File: src/rtl/task_in_frame_sched.sv
//------------------------------------------------------------------------------
// Module   : task_in_frame_sched
// Brief    : Frame-granular scheduler in front of the task input buffer.
//            Picks one of NUM_SRC stream sources round-robin and forwards one
//            whole frame into the buffer. Frames longer than NUM_WORDS are
//            cut at NUM_WORDS and the tail is discarded. Shorter frames are
//            flagged. The block then paces consumer read requests and pulses
//            o_output_last once every loaded word has been read.
// Options  : `define TASK_SCHED_PRIO_EN gives source 0 strict priority.
//            Round-robin then covers sources 1..NUM_SRC-1 only.
// Revision : 1.0 - initial release
//------------------------------------------------------------------------------
`default_nettype none

module task_in_frame_sched #(
  parameter  int NUM_SRC    = 4,
  parameter  int DATA_WIDTH = 8,
  parameter  int NUM_WORDS  = 243,
  localparam int SRC_W      = $clog2(NUM_SRC),
  localparam int CNT_W      = $clog2(NUM_WORDS + 1)
) (
  input  logic                          i_clk,
  input  logic                          i_rst_n,
  input  logic [NUM_SRC-1:0]            i_src_tvalid,
  input  logic [NUM_SRC*DATA_WIDTH-1:0] i_src_tdata,
  input  logic [NUM_SRC-1:0]            i_src_tlast,
  output logic [NUM_SRC-1:0]            o_src_tready,
  output logic                          o_buf_tvalid,
  output logic [DATA_WIDTH-1:0]         o_buf_tdata,
  output logic                          o_buf_tlast,
  input  logic                          i_buf_tready,
  input  logic                          i_cons_ready,
  output logic                          o_data_req,
  input  logic                          i_buf_rd,
  output logic                          o_output_last,
  output logic [SRC_W-1:0]              o_src_id,
  output logic                          o_frame_err,
  output logic                          o_busy
);

  localparam logic [SRC_W-1:0] LAST_SRC  = SRC_W'(NUM_SRC - 1);
  localparam logic [SRC_W:0]   NSRC_EXT  = (SRC_W + 1)'(NUM_SRC);
  localparam logic [CNT_W-1:0] LAST_WORD = CNT_W'(NUM_WORDS - 1);

  typedef enum logic [2:0] {
    S_IDLE  = 3'd0,
    S_ARB   = 3'd1,
    S_LOAD  = 3'd2,
    S_FLUSH = 3'd3,
    S_DRAIN = 3'd4
  } state_t;

  state_t             state_q;
  logic [SRC_W-1:0]   grant_q;
  logic [SRC_W-1:0]   rr_ptr_q;
  logic [CNT_W-1:0]   ld_cnt_q;
  logic [CNT_W-1:0]   rd_cnt_q;
  logic               output_last_q;
  logic               frame_err_q;

  logic [NUM_SRC-1:0]    grant_oh;
  logic                  sel_tvalid;
  logic                  sel_tlast;
  logic [DATA_WIDTH-1:0] sel_tdata;
  logic [SRC_W-1:0]      grant_next;
  logic [SRC_W:0]        cand;
  logic [SRC_W-1:0]      arb_idx;
  logic                  arb_found;
  logic                  beat;
  logic                  rd_final;

  // Route the granted source's stream onto a single set of select signals
  always_comb begin
    grant_oh   = '0;
    sel_tvalid = 1'b0;
    sel_tlast  = 1'b0;
    sel_tdata  = '0;
    for (int k = 0; k < NUM_SRC; k++) begin
      if (grant_q == SRC_W'(k)) begin
        grant_oh[k] = 1'b1;
        sel_tvalid  = i_src_tvalid[k];
        sel_tlast   = i_src_tlast[k];
        sel_tdata   = i_src_tdata[k*DATA_WIDTH +: DATA_WIDTH];
      end
    end
  end

  // Pick the first requesting source at or after rr_ptr, wrapping around.
  // In priority builds source 0 pre-empts the search whenever it is valid.
  always_comb begin
    arb_found = 1'b0;
    arb_idx   = '0;
    cand      = '0;
`ifdef TASK_SCHED_PRIO_EN
    if (i_src_tvalid[0]) begin
      arb_found = 1'b1;
    end
`else
`endif
    for (int i = 0; i < NUM_SRC; i++) begin
      cand = {1'b0, rr_ptr_q} + (SRC_W + 1)'(i);
      if (cand >= NSRC_EXT) begin
        cand = cand - NSRC_EXT;
      end
      if (!arb_found && i_src_tvalid[cand[SRC_W-1:0]]) begin
        arb_found = 1'b1;
        arb_idx   = cand[SRC_W-1:0];
      end
    end
  end

  assign grant_next = (grant_q == LAST_SRC) ? '0 : grant_q + 1'b1;
  assign beat       = (state_q == S_LOAD) && sel_tvalid && i_buf_tready;
  // rd_cnt < ld_cnt <= NUM_WORDS in S_DRAIN, so the +1 cannot overflow
  assign rd_final   = (rd_cnt_q + 1'b1) == ld_cnt_q;

  // Stream-side outputs: pass-through while loading, swallow beats while flushing
  always_comb begin
    o_buf_tvalid = 1'b0;
    o_buf_tdata  = '0;
    o_buf_tlast  = 1'b0;
    o_src_tready = '0;
    if (state_q == S_LOAD) begin
      o_buf_tvalid = sel_tvalid;
      o_buf_tdata  = sel_tdata;
      // Beat NUM_WORDS always closes the buffered frame, even if the source runs on
      o_buf_tlast  = sel_tlast || (ld_cnt_q == LAST_WORD);
      o_src_tready = grant_oh & {NUM_SRC{i_buf_tready}};
    end else if (state_q == S_FLUSH) begin
      o_src_tready = grant_oh;
    end
  end

  // Frame sequencer: arbitrate, load, optionally flush the tail, then drain
  always_ff @(posedge i_clk or negedge i_rst_n) begin
    if (!i_rst_n) begin
      state_q       <= S_IDLE;
      grant_q       <= '0;
      rr_ptr_q      <= '0;
      ld_cnt_q      <= '0;
      rd_cnt_q      <= '0;
      output_last_q <= 1'b0;
      frame_err_q   <= 1'b0;
    end else begin
      output_last_q <= 1'b0;
      frame_err_q   <= 1'b0;
      case (state_q)
        S_IDLE: begin
          if (|i_src_tvalid) begin
            state_q <= S_ARB;
          end
        end
        S_ARB: begin
          // A source that withdrew its request leaves nothing to grant
          if (arb_found) begin
            grant_q  <= arb_idx;
            ld_cnt_q <= '0;
            rd_cnt_q <= '0;
            state_q  <= S_LOAD;
          end else begin
            state_q  <= S_IDLE;
          end
        end
        S_LOAD: begin
          if (beat) begin
            ld_cnt_q <= ld_cnt_q + 1'b1;
            if (sel_tlast) begin
              frame_err_q <= (ld_cnt_q != LAST_WORD);
              state_q     <= S_DRAIN;
            end else if (ld_cnt_q == LAST_WORD) begin
              frame_err_q <= 1'b1;
              state_q     <= S_FLUSH;
            end
          end
        end
        S_FLUSH: begin
          if (sel_tvalid && sel_tlast) begin
            state_q <= S_DRAIN;
          end
        end
        S_DRAIN: begin
          if (i_buf_rd) begin
            rd_cnt_q <= rd_cnt_q + 1'b1;
            if (rd_final) begin
              output_last_q <= 1'b1;
              state_q       <= S_IDLE;
`ifdef TASK_SCHED_PRIO_EN
              // Source 0 frames do not disturb the rotation among the others
              if (grant_q != '0) begin
                rr_ptr_q <= grant_next;
              end
`else
              rr_ptr_q <= grant_next;
`endif
            end
          end
        end
        default: state_q <= S_IDLE;
      endcase
    end
  end

  assign o_data_req    = (state_q == S_DRAIN) && i_cons_ready;
  assign o_output_last = output_last_q;
  assign o_frame_err   = frame_err_q;
  assign o_src_id      = grant_q;
  assign o_busy        = (state_q != S_IDLE);

endmodule

`default_nettype wire

File: config.mk
export PLATFORM = sky130hd
export DESIGN_NAME = task_in_frame_sched
export DESIGN_NICKNAME = d
export VERILOG_FILES = /design/src/rtl/task_in_frame_sched.sv
export SDC_FILE = /design/constraint.sdc
export NUM_CORES = 1
export LEC_CHECK = 0
export ABC_CLOCK_PERIOD_IN_PS = 4400
export CAP_MARGIN = 20
export CORE_MARGIN = 8
export CORE_UTILIZATION = 30
export DETAILED_ROUTE_END_ITERATION = 16
export SYNTH_ARGS = -nofsm -noshare
export SYNTH_HDL_FRONTEND = slang
export SYNTH_SLANG_ARGS = --single-unit
File: constraint.sdc
create_clock -name i_clk -period 4.4 [get_ports i_clk]
set_input_delay 0.66 -clock i_clk [delete_from_list [all_inputs] [get_ports i_clk]]
set_output_delay 0.66 -clock i_clk [all_outputs]
set_load 0.005 [all_outputs]
After elaboration in Yosys (flattened, before gate mapping). Index checks and enable logic that the tools add are counted.

Register bits after elaboration: 25. Input port bits: 45. Output and inout port bits: 20. Word-level logic and storage cells: 128.

$add $sub $neg: 10. Order comparisons: 8. Equality and inequality tests: 17. Multiplexer cells: 63. Bitwise operators: 1. Reductions and logical operators: 22.

Operator list (number): 8-bit 2-to-1 mux (8); 8-bit one-hot mux with 2 select lines (2); 1-bit 2-to-1 mux (29); 3-bit 2-to-1 mux (7); 2-bit 2-to-1 mux (10); 8-bit by 1-bit adder with 8-bit output, second input constant (2); 3-bit one-hot mux with 5 select lines (1); 2-bit by 3-bit < comparator with 1-bit output, second input constant (4); 2-bit inequality test, second input constant (5); 3-bit greater-or-equal comparator, second input constant (3); 3-bit AND reduction (3); 1-bit binary-select mux with 2-bit select (4); 8-bit equality test (1); 8-bit equality test, second input constant (1); 4-bit 2-to-1 mux (2); 8-bit inequality test, second input constant (1); 2-bit by 1-bit subtractor with 2-bit output, second input constant (4); 1-bit logical AND (7); 2-bit by 2-bit adder with 3-bit output, second input constant (2); 3-bit by 2-bit equality test with 1-bit output, second input constant (2); 6-bit AND reduction (1); 4-bit AND (1); 2-bit equality test, second input constant (2); 2-bit nonzero test (2); other kinds (15) (17).

Longest topological paths before layout. Gate-level depths: netlist of the first run.

Depth in word-level cells: 16. Mapped depth: 9. Mapped depth without buffers: 7.

Least setup slack after synthesis of the first run. No wires, ideal clock.

Kind: reg2out. Start point: register grant_q[0] (netlist: o_src_id[0]). End point: output port o_buf_tlast. Data arrival time: 1613 ps. Required time: 3740 ps. Path slack: 2127 ps. Stages on the path, launching flop included: 9. Buffers on the path: 1. Cells stage by stage: dfrtp_1 inv_1 ha_1 buf_2 nor3b_1 a211oi_2 inv_1 ha_1 nor2_1.

Word-level cells in the longest chain between the ends: 7. Elaborated cells on any way between the ends: 10. Those cells by class: eq/ne (3); mux (5); reduce/logical (2).

Ends and longest elaborated chain: start: declaration (line 54) `logic [SRC_W-1:0] grant_q;`; start signal: assignment (line 156) `grant_q <= arb_idx;`; 2-bit logical NOT (line 79) `if (grant_q == SRC_W'(k)) begin`; 1-bit 2-to-1 mux (3 in series) (line 79); 1-bit 2-to-1 mux * (line 79); 1-bit logical OR * (line 127) `o_buf_tlast = sel_tlast || (ld_cnt_q == LAST_WORD);`; 1-bit 2-to-1 mux * (line 123) `if (state_q == S_LOAD) begin`; end: declaration (line 30) `output logic o_buf_tlast,`.

Mark *: on every way between the ends. The rest lies on a longest branch, timed or not.

Worst setup path after layout of the first run. Same ends and word-level chain as after synthesis.

==> flow_metrics.env, run 1 <==
export IMPL_run_status="finished clean"
export IMPL_wl_per_cell_um=15.9
export IMPL_setup_viol=0
export IMPL_yosys_warnings=0
export IMPL_io_pins=65
export IMPL_met3_usage=0.0194
export IMPL_cts_root_buf="clkbuf_8"
export IMPL_p_seq_frac=0.280
export IMPL_dieArea_um2=10000
export IMPL_antenna_cells=0
export IMPL_final_cell_mix="64 x clkdlybuf4s50_1, 31 x nand2_1, 26 x a21oi_1, 25 x o21ai_0, 25 x dfrtp_1"
export IMPL_port_buffers=64
export IMPL_area_growth_synth_to_final_pct=34.7
export IMPL_fin_skew_ns=0.00291
export IMPL_cts_buffers=3
export IMPL_cts_setup_buffers=0
export IMPL_min_path_cells=1
export IMPL_cp_max_fo=21
export IMPL_grt_first_pass_wirelength_um=10900
export IMPL_cts_sinks=25
export IMPL_cts_resized=0
export IMPL_drt_pass1_iter_count=4
export IMPL_internal_power_mw=0.717
export IMPL_htreeDepth=1
export IMPL_required_ns=3.74
export IMPL_initial_core_util=0.311
export IMPL_cpMaxStageDelayCell="ha_1"
export IMPL_busiest_layer="met2"
export IMPL_timing_max_cap_violations=0
export IMPL_track_usage=0.135
export IMPL_min_path_type="reg2reg"
export IMPL_grt_util_met2=0.221
export IMPL_die_x_um=100
export IMPL_p_per_area_nw_per_um2=444
export IMPL_path_class="reg2out"
export IMPL_fin_area_um2=2850
export IMPL_worstPathArrival_ns=2.90
export IMPL_clk_pin_slew_worst_paths_ns=0.08
export IMPL_grt_max_degree=26
export IMPL_power_switching_mw=0.550
export IMPL_min_period_ns=3.56
export IMPL_drt_total_wl_um=6600
export IMPL_pwr_share_clk=0.106
export IMPL_holdBufCountCts=0
export IMPL_slew_violations=0
export IMPL_cellLeakagePower_nw=1.13
export IMPL_synth_seq_cells=25
export IMPL_place_congestion=0.790
export IMPL_via_count=2102
export IMPL_switching_share=0.434
export IMPL_grt_pass1_vias=2027
export IMPL_layout_commonest_cell="clkdlybuf4s50_1"
export IMPL_worst_slew_pin_transition_ns=0.714
export IMPL_avgSynthCellArea_um2=7.87
export IMPL_fin_nets=374
export IMPL_post_route_drc_count=0
export IMPL_r2r_cells=7
export IMPL_dieHeight_um=100
export IMPL_synth_seq_area_share=0.296
export IMPL_synth_nets=322
export IMPL_cts_tree="built"
export IMPL_clockBufferDepth=2
export IMPL_fin_ws_ns=0.836
export IMPL_max_vdd_ir_drop_mv=0.248
export IMPL_core_area_um2=6790
export IMPL_end_kind="output pin"
export IMPL_via_per_inst=5.05
export IMPL_power_mw=1.27
export IMPL_place_worst_setup_slack_ns=1.13
export IMPL_gr_total_overflow=0
export IMPL_pwr_share_comb=0.614
export IMPL_row_count=30
export IMPL_relSlewSlack=0.524
export IMPL_drtIter0Drc=120
export IMPL_met1_usage=0.184
export IMPL_ant_nets=0
export IMPL_hold_worst_slack_ns=0.545
export IMPL_syn_instance_count=269
export IMPL_dpl_hpwl_um=5190
export IMPL_finalHoldViolCount=0
export IMPL_critPathMaxStageDelay_ns=0.62
export IMPL_final_layout_size_suffix_gt1_frac=0.0469
export IMPL_clk_latency_ns=0.26
export IMPL_min_period_over_period=0.810
export IMPL_dpl_instance_area_um2=2810
export IMPL_rsz0062_at_grt="no"
export IMPL_synth_area_um2=2120
export IMPL_path_cells="inv_1 > ha_1 > a211oi_1 > a211oi_2 > inv_1 > ha_1 > nor2_1 > clkdlybuf4s50_1"
export IMPL_clock_fmax_ghz=0.281
export IMPL_setup_tns_final_ns=0
export IMPL_critPathLaunchType="register"
export IMPL_antenna_found_initial=0
export IMPL_ys_types=47
stage by stage:
stage,cells,utilization
floorplan,269,-
global route,416,0.420
CTS,416,0.420
global placement,412,0.413
detailed placement,412,0.413
finish,416,0.420
power groups by stage:
stage                     Combinational, mW  Clock (mW)  Sequential, mW
after floorplan                       0.504           0           0.331
after global placement                0.771           0           0.354
after detailed placement              0.777           0           0.358
after CTS                             0.781       0.144           0.353
after global routing                  0.869       0.153           0.365
final                                 0.778       0.134           0.355
path summary, 6_finish.rpt:
path                                   from     endpoint  slack, ns
worst max-delay path            o_src_id[0]  o_buf_tlast       0.84
worst min-delay path            rd_cnt_q[7]  rd_cnt_q[7]       0.55
worst max register to register  o_src_id[0]  ld_cnt_q[5]       1.69
worst min register to register  rd_cnt_q[7]  rd_cnt_q[7]       0.55
max in group asynchronous           i_rst_n  ld_cnt_q[5]       3.39
min in group asynchronous           i_rst_n  rd_cnt_q[0]       0.76
area by class of cell:
class | instances | area (µm²)
fillers | 676 | 3940
multi-input cells | 215 | 1370
repair buffers | 65 | 648
flip-flops and latches | 25 | 626
well taps | 96 | 120
clock buffers | 4 | 45.0
inverters | 11 | 41.3
state kept, by name, indices dropped and copies added (netlist names):
name / cells
o_output_last: 1
o_src_id: 2
ld_cnt_q: 8
rd_cnt_q: 8
o_frame_err: 1
state_q: 3
rr_ptr_q: 2
kinds of logic after synthesis:
family | share of synthesized area
buffers and inverters | 0.0568
DFF | 0.296
AOI/OAI and AO/OA | 0.241
muxes | 0.0154
xor gates and xnor gates | 0.0414
adders and majority gates | 0.0473
and+or+nand+nor | 0.302
synthesized netlist by cell type, drive strengths merged:
| cell | number | area [µm²] |
|---|---|---|
| nand2 | 31 | 116 |
| a21oi | 27 | 139 |
| o21ai | 26 | 130 |
| dfrtp | 25 | 626 |
| nor2 | 16 | 60.1 |
| nor2b | 13 | 81.3 |
| inv | 11 | 41.3 |
| nand3b | 11 | 82.6 |
| buf | 9 | 45.0 |
| clkbuf | 9 | 33.8 |
| ha | 8 | 100 |
| nand3 | 8 | 40.0 |
| and3 | 7 | 43.8 |
| nor3b | 6 | 55.1 |
| or3 | 6 | 37.5 |
| and2 | 5 | 31.3 |
| xnor2 | 5 | 43.8 |
| xor2 | 5 | 43.8 |
| a211oi | 4 | 40.0 |
| nand4 | 4 | 31.3 |
| a31oi | 3 | 18.8 |
| nor4 | 3 | 25.0 |
| o221ai | 3 | 32.5 |
| o22ai | 3 | 18.8 |
| and4 | 2 | 17.5 |
| mux2 | 2 | 22.5 |
| nor3 | 2 | 10.0 |
| o31ai | 2 | 15.0 |
| o41ai | 2 | 17.5 |
| a2111oi | 1 | 15.0 |
| a21boi | 1 | 7.51 |
| a21o | 1 | 7.51 |
| a221oi | 1 | 15.0 |
| a22o | 1 | 8.76 |
| a31o | 1 | 8.76 |
| a32o | 1 | 10.0 |
| mux2i | 1 | 10.0 |
| o21ba | 1 | 10.0 |
| o32ai | 1 | 16.3 |
| or4 | 1 | 7.51 |
worst max-delay path, delay by kind of cell, from the launching register on:
family	cells	cell delay [ns]
AO/OA/AOI/OAI	2	0.54
adder cells (fa/ha/maj)	2	0.83
buffers and inverters	3	0.72
flip-flops	1	0.44
AND/OR/NAND/NOR	1	0.10
layer usage:
metal / vias to the layer above / routed length, µm
li1: 1069 / -
met1: 996 / 3200
met2: 35 / 3130
met3: 2 / 222
met4: 0 / 46
met5: - / 0
No activity file was read; power rests on OpenSTA's default activity.
==> run 2, diff against run 1 <==
--- a/config.mk
+++ b/config.mk
@@ -5,7 +5,7 @@
 export SDC_FILE = /design/constraint.sdc
 export NUM_CORES = 1
 export LEC_CHECK = 0
-export ABC_CLOCK_PERIOD_IN_PS = 4400
+export ABC_CLOCK_PERIOD_IN_PS = 3700
 export CAP_MARGIN = 20
 export CORE_MARGIN = 8
 export CORE_UTILIZATION = 30
==> constraint.sdc (replaced) <==
create_clock -name i_clk -period 3.7 [get_ports i_clk]
set_input_delay 0.555 -clock i_clk [delete_from_list [all_inputs] [get_ports i_clk]]
set_output_delay 0.555 -clock i_clk [all_outputs]
set_load 0.005 [all_outputs]
==> flow_metrics.env, run 2 (same netlist as run 1, synthesis figures left out) <==
export IMPL_run_status="finished clean"
export IMPL_fin_area_um2=2880
export IMPL_critPathCapture="o_buf_tlast"
export IMPL_cts_tree="built"
export IMPL_clock_fmax_ghz=0.310
export IMPL_dieArea_um2=10000
export IMPL_r2r_cells=8
export IMPL_r2r_start="o_src_id[0]"
export IMPL_worst_path_most_repeated_cell="ha_1"
export IMPL_power_mw=1.54
export IMPL_ant_nets=0
export IMPL_cts_root_buf="clkbuf_8"
export IMPL_via_count=2139
export IMPL_die_x_um=100
export IMPL_final_layout_size_suffix_gt1_frac=0.0617
export IMPL_final_cell_mix="64 x clkdlybuf4s50_1, 31 x nand2_1, 26 x a21oi_1, 25 x o21ai_0, 25 x dfrtp_1"
export IMPL_critical_path_startpoint="o_src_id[0]"
export IMPL_drt_total_wl_um=6500
export IMPL_path_class="reg2out"
export IMPL_io_pins=65
export IMPL_wl_per_cell_um=15.5
export IMPL_critPathLaunchType="register"
export IMPL_grt_first_pass_wirelength_um=10500
export IMPL_min_period_ns=3.22
export IMPL_cts_setup_buffers=0
export IMPL_worst_slew_pin_transition_ns=0.525
export IMPL_cts_buffers=3
export IMPL_multi_input_area_um2=1370
export IMPL_clk_pin_slew_worst_paths_ns=0.10
export IMPL_fin_skew_ns=0.0162
export IMPL_path_depth=7
export IMPL_drtIter0Drc=80
export IMPL_required_ns=3.14
export IMPL_area_growth_synth_to_final_pct=36.3
export IMPL_relSlewSlack=0.650
export IMPL_cpMaxStageDelayCell="ha_1"
export IMPL_core_area_um2=6790
export IMPL_dieHeight_um=100
export IMPL_track_usage=0.130
export IMPL_clockBufferDepth=2
export IMPL_initial_core_util=0.311
export IMPL_path_cells="ha_1 > a211oi_1 > a211oi_2 > inv_1 > ha_1 > nor2_1 > clkdlybuf4s50_1"
export IMPL_cp_num_buf_inv=2
export IMPL_min_period_over_period=0.871
export IMPL_gr_total_overflow=0
export IMPL_end_kind="output pin"
export IMPL_seqCellArea_um2=626
export IMPL_place_congestion=0.831
export IMPL_port_buffers=64
export IMPL_grt_max_degree=26
export IMPL_worstPathArrival_ns=2.67
export IMPL_critPathMaxStageDelay_ns=0.52
export IMPL_dpl_instance_area_um2=2840
export IMPL_post_route_drc_count=0
export IMPL_antenna_cells=0
export IMPL_cp_top_family="adder cells"
export IMPL_holdBufCountCts=0
export IMPL_cp_max_fo=17
export IMPL_drt_pass1_iter_count=4
export IMPL_cts_resized=0
export IMPL_row_count=30
export IMPL_rsz0062_at_grt="no"
export IMPL_fin_cells=420
export IMPL_htreeDepth=1
export IMPL_via_per_inst=5.09
export IMPL_timing_max_cap_violations=0
export IMPL_min_path_type="reg2reg"
export IMPL_clk_latency_ns=0.29
export IMPL_dpl_hpwl_um=5150
export IMPL_num_fill_cells=670
export IMPL_setup_viol=0
export IMPL_largestRegisters="ld_cnt_q x8, rd_cnt_q x8, state_q x3"
export IMPL_fin_nets=378
export IMPL_slew_violations=0
export IMPL_cellLeakagePower_nw=1.15
export IMPL_dp_cells=416
export IMPL_finalHoldViolCount=0
export IMPL_p_per_area_nw_per_um2=534
export IMPL_cts_sinks=25
export IMPL_r2r_setup_slack_ns=1.21
export IMPL_setup_tns_final_ns=0
export IMPL_max_vdd_ir_drop_mv=0.249
export IMPL_r2r_end="ld_cnt_q[7]"
export IMPL_antenna_found_initial=0
export IMPL_grt_pass1_vias=1972
export IMPL_layout_commonest_cell="clkdlybuf4s50_1"
==> run 2: layer usage <==
metal  vias up  part of all wire  track usage
li1       1076                 -            -
met1      1014              0.48        0.176
met2        44              0.47        0.210
met3         5             0.040       0.0228
met4         0            0.0074       0.0279
met5         -                 0            0
==> run 2: how the worst min path moves through the flow <==
stage                            from     endpoint  slack (ns)  cells after the start
after global routing      rd_cnt_q[7]  rd_cnt_q[7]        0.58                      1
after global placement    rd_cnt_q[7]  rd_cnt_q[7]        0.53                      1
after floorplan               i_rst_n  ld_cnt_q[0]        0.26                      0
final                     rd_cnt_q[7]  rd_cnt_q[7]        0.55                      1
after detailed placement  rd_cnt_q[7]  rd_cnt_q[7]        0.53                      1
after CTS                 rd_cnt_q[7]  rd_cnt_q[7]        0.54                      1
==> run 2: worst reg2reg max path, cell delays in order, from the launching register on <==
cell and delay, ns:
dfrtp_1 0.45, ha_1 0.52, buf_4 0.25, a211oi_1 0.07, a211oi_2 0.23, buf_4 0.19, nand4_2 0.19, or3_1 0.39
a21oi_1 0.16
==> run 2: cell type report <==
type,count,area share
repair buffers,69,0.235
clock inverters,1,0.00260
multi-input cells,215,0.475
inverters,11,0.0143
clock buffers,3,0.0143
well taps,96,0.0416
flip-flops and latches,25,0.217
==> run 2: per-stage QoR <==
step / setup slack, ns / hold slack (ns) / util
finish: 0.476 / 0.552 / 0.424
global route: 0.280 / 0.581 / 0.424
CTS: 0.460 / 0.542 / 0.424
detailed placement: 0.755 / 0.526 / 0.417
global placement: 0.767 / 0.530 / 0.417
floorplan: 1.53 / 0.259 / -
==> run 2: power breakdown <==
part / switching (mW) / internal, mW
Combinational: 0.480 / 0.466
Sequential: 0.0864 / 0.332
Clock: 0.0982 / 0.0767
